### config.mk
export PLATFORM = sky130hd
export DESIGN_NAME = mem_wb_stage
export DESIGN_NICKNAME = d
export VERILOG_FILES = /design/src/rtl/core_pkg.sv /design/src/rtl/mem_timeout_ctr.sv /design/src/rtl/mem_wb_stage.sv
export SDC_FILE = /design/constraint.sdc
export NUM_CORES = 1
export LEC_CHECK = 0
export CORE_ASPECT_RATIO = 0.6
export CORE_UTILIZATION = 44
export DETAILED_ROUTE_END_ITERATION = 10
export PLACE_DENSITY_LB_ADDON = 0.12
export SYNTH_ARGS = -nofsm -noshare
export SYNTH_HDL_FRONTEND = slang
export SYNTH_SLANG_ARGS = --single-unit
export TNS_END_PERCENT = 1
### constraint.sdc
create_clock -name clk -period 3.42 [get_ports clk]
set_input_delay 0.513 -clock clk [delete_from_list [all_inputs] [get_ports clk]]
set_output_delay 0.513 -clock clk [all_outputs]
set_load 0.02 [all_outputs]
### src/rtl/core_pkg.sv
// Shared core definitions: MEM-stage FSM encoding, default datapath width and
// the timeout counter width helper.
package core_pkg;

    localparam int unsigned XLEN_DEFAULT = 32;

    typedef enum logic {
        MEM_IDLE = 1'b0,
        MEM_WAIT = 1'b1
    } mem_state_e;

    // Bits needed to count 0 .. cycles-1; at least one bit so the counter always exists.
    function automatic int unsigned timeout_ctr_width(input int unsigned cycles);
        return (cycles > 2) ? $clog2(cycles) : 1;
    endfunction

endpackage

### src/rtl/mem_timeout_ctr.sv
// Clear/enable cycle counter with a terminal flag at LIMIT-1; LIMIT=0 never fires.
// Shared by the data-memory handshake and future fetch-side handshakes.
module mem_timeout_ctr
    import core_pkg::*;
#(
    parameter int unsigned LIMIT = 16
) (
    input  logic clk,
    input  logic reset,
    input  logic clear,
    input  logic enable,
    output logic terminal
);

    localparam int unsigned W = timeout_ctr_width(LIMIT);

    logic [W-1:0] count_q;

    always_ff @(posedge clk) begin
        if (!reset) begin
            count_q <= '0;
        end else if (clear) begin
            count_q <= '0;
        end else if (enable) begin
            count_q <= count_q + W'(1);
        end
    end

    generate
        if (LIMIT == 0) begin : g_never
            assign terminal = 1'b0;
        end else begin : g_limit
            assign terminal = (count_q == W'(LIMIT - 1));
        end
    endgenerate

endmodule

### src/rtl/mem_wb_stage.sv
// MEM stage: data-memory request/ready handshake with timeout, feeding MEM/WB.
// Optional misaligned-access trap enabled by defining MEM_MISALIGN_TRAP_EN.
module mem_wb_stage
    import core_pkg::*;
#(
    parameter int unsigned XLEN           = XLEN_DEFAULT,
    parameter int unsigned TIMEOUT_CYCLES = 16
) (
    input  logic            clk,
    input  logic            reset,
    input  logic [XLEN-1:0] alu_result_EX_MEM,
    input  logic [XLEN-1:0] read_data2_EX_MEM,
    input  logic            memread_EX_MEM,
    input  logic            memwrite_EX_MEM,
    input  logic            memtoreg_EX_MEM,
    input  logic            regwrite_EX_MEM,
    input  logic [4:0]      rd_EX_MEM,
    output logic            dmem_req,
    output logic            dmem_we,
    output logic [XLEN-1:0] dmem_addr,
    output logic [XLEN-1:0] dmem_wdata,
    input  logic            dmem_ready,
    input  logic [XLEN-1:0] dmem_rdata,
    output logic            mem_stall,
    output logic [XLEN-1:0] alu_result_MEM_WB,
    output logic [XLEN-1:0] read_data_MEM_WB,
    output logic            memtoreg_MEM_WB,
    output logic            regwrite_MEM_WB,
    output logic [4:0]      rd_MEM_WB,
    output logic            bus_err_MEM_WB
);

    mem_state_e      state_q;
    logic            req_q, we_q, mtr_wb_q, rw_wb_q, berr_q;
    logic [XLEN-1:0] addr_q, wdata_q, alu_wb_q, rdata_wb_q;
    logic [4:0]      rd_wb_q;
    logic            mem_op, misalign, timeout_hit;

    assign mem_op = memread_EX_MEM | memwrite_EX_MEM;

`ifdef MEM_MISALIGN_TRAP_EN
    assign misalign = mem_op & (alu_result_EX_MEM[1:0] != 2'b00);
`else
    assign misalign = 1'b0;
`endif

    mem_timeout_ctr #(
        .LIMIT (TIMEOUT_CYCLES)
    ) u_timeout (
        .clk      (clk),
        .reset    (reset),
        .clear    (state_q == MEM_IDLE),
        .enable   (state_q == MEM_WAIT),
        .terminal (timeout_hit)
    );

    assign mem_stall = ((state_q == MEM_IDLE) & mem_op & ~misalign) |
                       ((state_q == MEM_WAIT) & ~dmem_ready & ~timeout_hit);

    always_ff @(posedge clk) begin
        if (!reset) begin
            state_q    <= MEM_IDLE;
            req_q      <= 1'b0;
            we_q       <= 1'b0;
            addr_q     <= '0;
            wdata_q    <= '0;
            alu_wb_q   <= '0;
            rdata_wb_q <= '0;
            mtr_wb_q   <= 1'b0;
            rw_wb_q    <= 1'b0;
            rd_wb_q    <= '0;
            berr_q     <= 1'b0;
        end else begin
            berr_q <= 1'b0;
            case (state_q)
                MEM_IDLE: begin
                    if (misalign) begin
                        rw_wb_q <= 1'b0;
                        berr_q  <= 1'b1;
                    end else if (mem_op) begin
                        req_q   <= 1'b1;
                        we_q    <= memwrite_EX_MEM & ~memread_EX_MEM;
                        addr_q  <= alu_result_EX_MEM;
                        wdata_q <= read_data2_EX_MEM;
                        rw_wb_q <= 1'b0;  // bubble while the access is in flight
                        state_q <= MEM_WAIT;
                    end else begin
                        alu_wb_q <= alu_result_EX_MEM;
                        mtr_wb_q <= memtoreg_EX_MEM;
                        rw_wb_q  <= regwrite_EX_MEM;
                        rd_wb_q  <= rd_EX_MEM;
                    end
                end
                MEM_WAIT: begin
                    // Ready takes priority over a simultaneous timeout.
                    if (dmem_ready) begin
                        req_q    <= 1'b0;
                        alu_wb_q <= alu_result_EX_MEM;
                        mtr_wb_q <= memtoreg_EX_MEM;
                        rw_wb_q  <= regwrite_EX_MEM;
                        rd_wb_q  <= rd_EX_MEM;
                        if (memread_EX_MEM) begin
                            rdata_wb_q <= dmem_rdata;
                        end
                        state_q <= MEM_IDLE;
                    end else if (timeout_hit) begin
                        req_q   <= 1'b0;
                        rw_wb_q <= 1'b0;
                        berr_q  <= 1'b1;
                        state_q <= MEM_IDLE;
                    end
                end
                default: state_q <= MEM_IDLE;
            endcase
        end
    end

    assign dmem_req          = req_q;
    assign dmem_we           = we_q;
    assign dmem_addr         = addr_q;
    assign dmem_wdata        = wdata_q;
    assign alu_result_MEM_WB = alu_wb_q;
    assign read_data_MEM_WB  = rdata_wb_q;
    assign memtoreg_MEM_WB   = mtr_wb_q;
    assign regwrite_MEM_WB   = rw_wb_q;
    assign rd_MEM_WB         = rd_wb_q;
    assign bus_err_MEM_WB    = berr_q;

endmodule

==> results of run 1 <==
-- critical path, stage by stage --
cell	delay, ns
clkdlybuf4s50_1	0.50
nand3b_1	0.29
nand2_1	0.11
clkdlybuf4s50_1	0.65
-- flip-flops by register name (all words and copies together) (netlist names) --
name               count
dmem_wdata            32
alu_result_MEM_WB     32
state_q                1
rd_MEM_WB              5
read_data_MEM_WB      32
regwrite_MEM_WB        1
memtoreg_MEM_WB        1
bus_err_MEM_WB         1
dmem_we                1
u_timeout.count_q      4
dmem_req               1
dmem_addr             32
-- per-stage QoR --
stage / power [mW] / hold slack, ns / utilization, %
finish: 4.43 / 0.452 / 72.7
global route: 4.61 / 0.475 / 72.7
CTS: 4.47 / 0.454 / 72.7
detailed placement: 2.61 / 0.445 / 67.5
global placement: 2.59 / 0.427 / 67.5
floorplan: 2.22 / 0.418 / -
-- cells by family after synthesis --
family,Yosys count,synth area share (%)
flip-flops,143,55.6
AND/OR/NAND/NOR,283,20.9
XOR/XNOR,2,0.340
adder cells (fa/ha/maj),1,0.243
multiplexers,38,7.39
buffers and inverters,47,4.93
AO/OA/AOI/OAI,105,10.6
-- area by class of cell --
type / instances / area, µm²
multi-input cells: 429 / 2050
fillers: 853 / 3090
repair buffers: 254 / 2530
clock buffers: 18 / 429
well taps: 160 / 200
inverters: 2 / 7.51
clock inverters: 14 / 168
flip-flops and latches: 143 / 2860
-- cell usage in the layout (no fill, tap or decap), types with 2 or more instances in the layout --
cell type,count
nand2_1,272
clkdlybuf4s50_1,245
dfxtp_1,143
a21oi_1,99
mux2i_1,38
clkbuf_16,17
buf_4,7
clkinv_2,4
nand3_1,3
nor2_1,3
clkinvlp_4,3
bufinv_16,3
clkinv_4,3
nor3_1,2
and3_1,2
-- worst max path at each step --
| stage | end | slack [ns] | depth (start not counted) |
|---|---|---|---|
| 4_1_cts | mem_stall | 0.85 | 4 |
| 3_5_place_dp | mem_stall | 0.86 | 4 |
| 2_1_floorplan | mem_stall | 1.76 | 4 |
| 3_3_place_gp | mem_stall | 0.88 | 4 |
| 5_1_grt | mem_stall | 0.75 | 4 |
| 6_report | mem_stall | 0.84 | 4 |
-- layer usage --
metal / routed length (µm) / share of wire [%]
met2: 6810 / 47
met4: 264 / 1.8
met5: 0 / 0
met1: 6340 / 44
met3: 1060 / 7.3
-- power by group --
part / switching [mW] / total, mW / internal, mW
Clock: 0.711 / 1.86 / 1.15
Combinational: 0.378 / 0.743 / 0.365
Sequential: 0.0568 / 1.83 / 1.77
Total: 1.15 / 4.43 / 3.28
==> results.cfg, run 1 <==
[status]
status = completed

[finish]
syn_to_final_growth_pct = 60.1
antenna_cells = 0
design_area_um2 = 8240
nNetsFinal = 956
drive_above_1_share_pct = 5.12
stdcell_count = 1020

[power_and_ir_drop]
p_leak_nw = 3.25
pwr_density_cell_nw_per_um2 = 537
peakVddDrop_mv = 0.418

[hold_path]
min-delay-start = dmem_addr[25]
hold_end = dmem_addr[25]
hold_path.class = reg -> reg
whs_path_depth = 2

[placed_design]
routabilityCongestion = 0.796
hpwl_mm = 9.99
place_inst = 988
port_buffers = 246
place_area_um2 = 7650
pre_cts_ws_ns = 0.862

[job]
maxCapViolCount = 0

[synth]
synthTopCellsByArea = dfxtp_1 (56%), nand2_1 (20%), a21oi_1 (9.6%), mux2i_1 (7.4%), clkbuf_1 (1.4%)
ys_seq_area_share_pct = 55.6
synth_most_common_cell = nand2_1
synth.distinct_cells = 25
synth_area_um2 = 5150
synth_seq_cells = 143
synthCells = 619
synth_common_cells = nand2_1 (272), dfxtp_1 (143), a21oi_1 (99), mux2i_1 (38), clkbuf_1 (19)
postSynthAreaPerCell_um2 = 8.32
synthFlopType = dfxtp_1
synth_top_cell_area_share_pct = 55.6
yosysTopAreaCell = dfxtp_1
synth_fp_nets = 728
yosys_warnings = 0
async_flop_share_pct = 0
synth_enable_flop_cells = 0

[sta]
max_freq_mhz = 387
rsz0062_at_grt = no
finalCriticalPeriod_ns = 2.58
fin_crit_sh_pct = 75.5
tns_ns = 0
slew_headroom_pct = 45.6
hold_viol = 0
worstMarginPinSlew_ns = 0.815
fin_ws_ns = 0.838
setup_violations = 0
slew_viol_final = 0
fin_skew_ns = 0.00683

[critical_path]
timing.rr.start = state_q
critPathMaxFanout = 5
crit_arrival_ns = 2.07
path_class = in -> out
required_ns = 2.91
timing.rr.end = alu_result_MEM_WB[10]
rrSetupSlack_ns = 1.50
r2r_cells = 4
end_kind = primary output
start_kind = input port
crit_start = dmem_ready

[grt]
grt_overflow_total = 0
grt_usage_pct = 24.3
grt_max_degree = 82
grt_pass1_wl_mm = 23.1
busiest_layer = met2
use_met2_pct = 40.2
use_met3_pct = 7.82
use_met1_pct = 28.9
grt_pass1_vias = 4759
antenna_found_initial = 0

[floorplanning]
die_y_um = 85.8
initial_core_util_pct = 45.4
die_area_um2 = 12200
io_pins = 247
core_area_um2 = 11300
die_x_um = 142
std_cell_rows = 30

[route]
drtIter0Drc = 193
vias = 4931
ant_nets = 0
drcViolationCount = 0
wl_mm = 14.5
routed_via_density = 4.83
dr.pass1.iters = 4
wl_per_cell_um = 14.2

[clock_network]
path_clk_slew_ns = 0.06
clk_latency_ns = 0.41
cts.sinks = 143
postCtsResizedCells = 0
cts_hold_buf = 0
cts_inserted_buffers = 17
post-cts-setup-buffers = 0
cts-root-buf = clkbuf_16
clk_path_buf_depth = 2
htree_levels = 4
cts_tree = done
(Power assumes the default switching activity.)
==> run 2, diff against run 1 <==
--- a/config.mk
+++ b/config.mk
@@ -6,7 +6,7 @@
 export NUM_CORES = 1
 export LEC_CHECK = 0
 export CORE_ASPECT_RATIO = 0.6
-export CORE_UTILIZATION = 44
+export CORE_UTILIZATION = 41
 export DETAILED_ROUTE_END_ITERATION = 10
 export PLACE_DENSITY_LB_ADDON = 0.12
 export SYNTH_ARGS = -nofsm -noshare
==> constraint.sdc (replaced) <==
create_clock -name clk -period 2.65 [get_ports clk]
set_input_delay 0.3975 -clock clk [delete_from_list [all_inputs] [get_ports clk]]
set_output_delay 0.3975 -clock clk [all_outputs]
set_load 0.02 [all_outputs]
==> run 2 against run 1 <==
Against the previous run: non-clock buffer count stayed put; design area is 1.4% higher; total power is 36% higher; core utilization is 3.9 points lower; global-route usage is 1.9 points lower; register-to-register slack worse by 0.64 ns; combinational power is 32% higher; sequential cell count stayed put; setup slack worse by 0.55 ns; largest power group unchanged.
==> results.cfg, run 2 (synthesized netlist as in run 1, its figures left out) <==
[sta]
tns_ns = 0
max_freq_mhz = 423
rsz0062_at_grt = no
hold_viol = 0
fin_skew_ns = 0.0102
slew_headroom_pct = 46.7
fin_crit_sh_pct = 89.1
finalCriticalPeriod_ns = 2.36
slew_viol_final = 0
setup_violations = 0
worstMarginPinSlew_ns = 0.800
fin_ws_ns = 0.288

[critical_path]
cp_num_buf_inv = 1
critPathMaxFanout = 4
required_ns = 2.25
path_cells = ha_1, nand3_1, nand3b_1, nand2_1, clkdlybuf4s50_1
critPathMaxStageDelay_ns = 0.64
cp_top_family = buffers and inverters
path_class = reg -> out
start_kind = flop
crit_arrival_ns = 1.96
end_kind = primary output
cp_slowest_cell = clkdlybuf4s50_1

[finish]
layout_commonest_cell = nand2_1
drive_above_1_share_pct = 5.01
regArea_um2 = 2860
syn_to_final_growth_pct = 62.3
nNetsFinal = 956
post-route-util_pct = 68.8
layout_common_cells = nand2_1 (272), clkdlybuf4s50_1 (245), dfxtp_1 (143)
multi_input_area_um2 = 2050
antenna_cells = 0
nFillCells = 918

[floorplanning]
std_cell_rows = 31
core_area_um2 = 12100
die_area_um2 = 13000
io_pins = 247
die_y_um = 88.8
initial_core_util_pct = 42.4
die_x_um = 147

[route]
wl_mm = 15.1
drcViolationCount = 0
wl_met2_mm = 7.16
wl_met3_mm = 1.18
wl_per_cell_um = 14.7
top_layer = met4
vias = 4875
drtIter0Drc = 195
wl_met1_mm = 6.67
ant_nets = 0
dr.pass1.iters = 4
routed_via_density = 4.76

[placed_design]
routabilityCongestion = 0.820
port_buffers = 246
pre_cts_ws_ns = 0.300
hpwl_mm = 10.3

[clock_network]
cts_hold_buf = 0
postCtsResizedCells = 0
clk_path_buf_depth = 2
cts_tree = done
path_clk_slew_ns = 0.06
cts_inserted_buffers = 17
clk_latency_ns = 0.40
cts-root-buf = clkbuf_16
post-cts-setup-buffers = 0
htree_levels = 4
cts.sinks = 143

[status]
status = completed

[grt]
grt_pass1_vias = 4584
grt_overflow_total = 0
grt_pass1_wl_mm = 22.7
grt_usage_pct = 22.4
antenna_found_initial = 0
grt_max_degree = 82

[hold_path]
hold_path.class = reg -> reg

[power_and_ir_drop]
pwr_density_cell_nw_per_um2 = 721
p_leak_nw = 3.30
peakVddDrop_mv = 0.507

[job]
maxCapViolCount = 0
[run 2: cell count changes in the layout (fill, tap and decap cells not counted), sizes merged]
cell and delta:
clkinv -4, bufinv +3, inv +1, clkinvlp -1
[run 2: where the power goes]
group	internal [mW]	switching, mW	total [mW]
clock network	1.77	0.917	2.69
registers	2.29	0.0714	2.36
logic	0.481	0.497	0.978
total	4.54	1.49	6.02
[run 2: worst paths after layout]
check	start	endpoint	slack (ns)	depth (start not counted)
worst max-delay path	u_timeout.count_q[0]	mem_stall	0.29	5
worst min-delay path	u_timeout.count_q[0]	u_timeout.count_q[0]	0.45	1
worst max register to register	state_q	dmem_addr[20]	0.86	4
worst min register to register	u_timeout.count_q[0]	u_timeout.count_q[0]	0.45	1
[run 2: through the flow]
stage                     cell area, µm²  hold slack [ns]  std cells  total power [mW]
after floorplan                     5150            0.418        619              2.87
after global placement              7690            0.428        993              3.36
after detailed placement            7690            0.439        993              3.38
after CTS                           8360            0.449       1024              6.07
after global routing                8360            0.467       1024              6.24
final                               8360            0.449       1024              6.02
[run 2: layout make-up]
type	count	area share, %
sequential	143	34.3
timing repair buffer	254	30.7
multi-input combinational	429	24.5
clock buffer	18	5.14
clock inverter	13	2.81
tap	165	2.47
inverter	2	0.105
[run 2: metal layers]
metal  vias up  track usage [%]
met4         0             6.44
met2       155             38.8
met1      2272             26.6
li1       2442                -
met3         6             7.99
met5         -                0
==> run 3, diff against run 2 <==
--- a/config.mk
+++ b/config.mk
@@ -9,6 +9,7 @@
 export CORE_UTILIZATION = 41
 export DETAILED_ROUTE_END_ITERATION = 10
 export PLACE_DENSITY_LB_ADDON = 0.12
+export SLEW_MARGIN = 0
 export SYNTH_ARGS = -nofsm -noshare
 export SYNTH_HDL_FRONTEND = slang
 export SYNTH_SLANG_ARGS = --single-unit
==> results of run 3 <==
The final DEF is identical to that of run 2; final timing and power are the same.
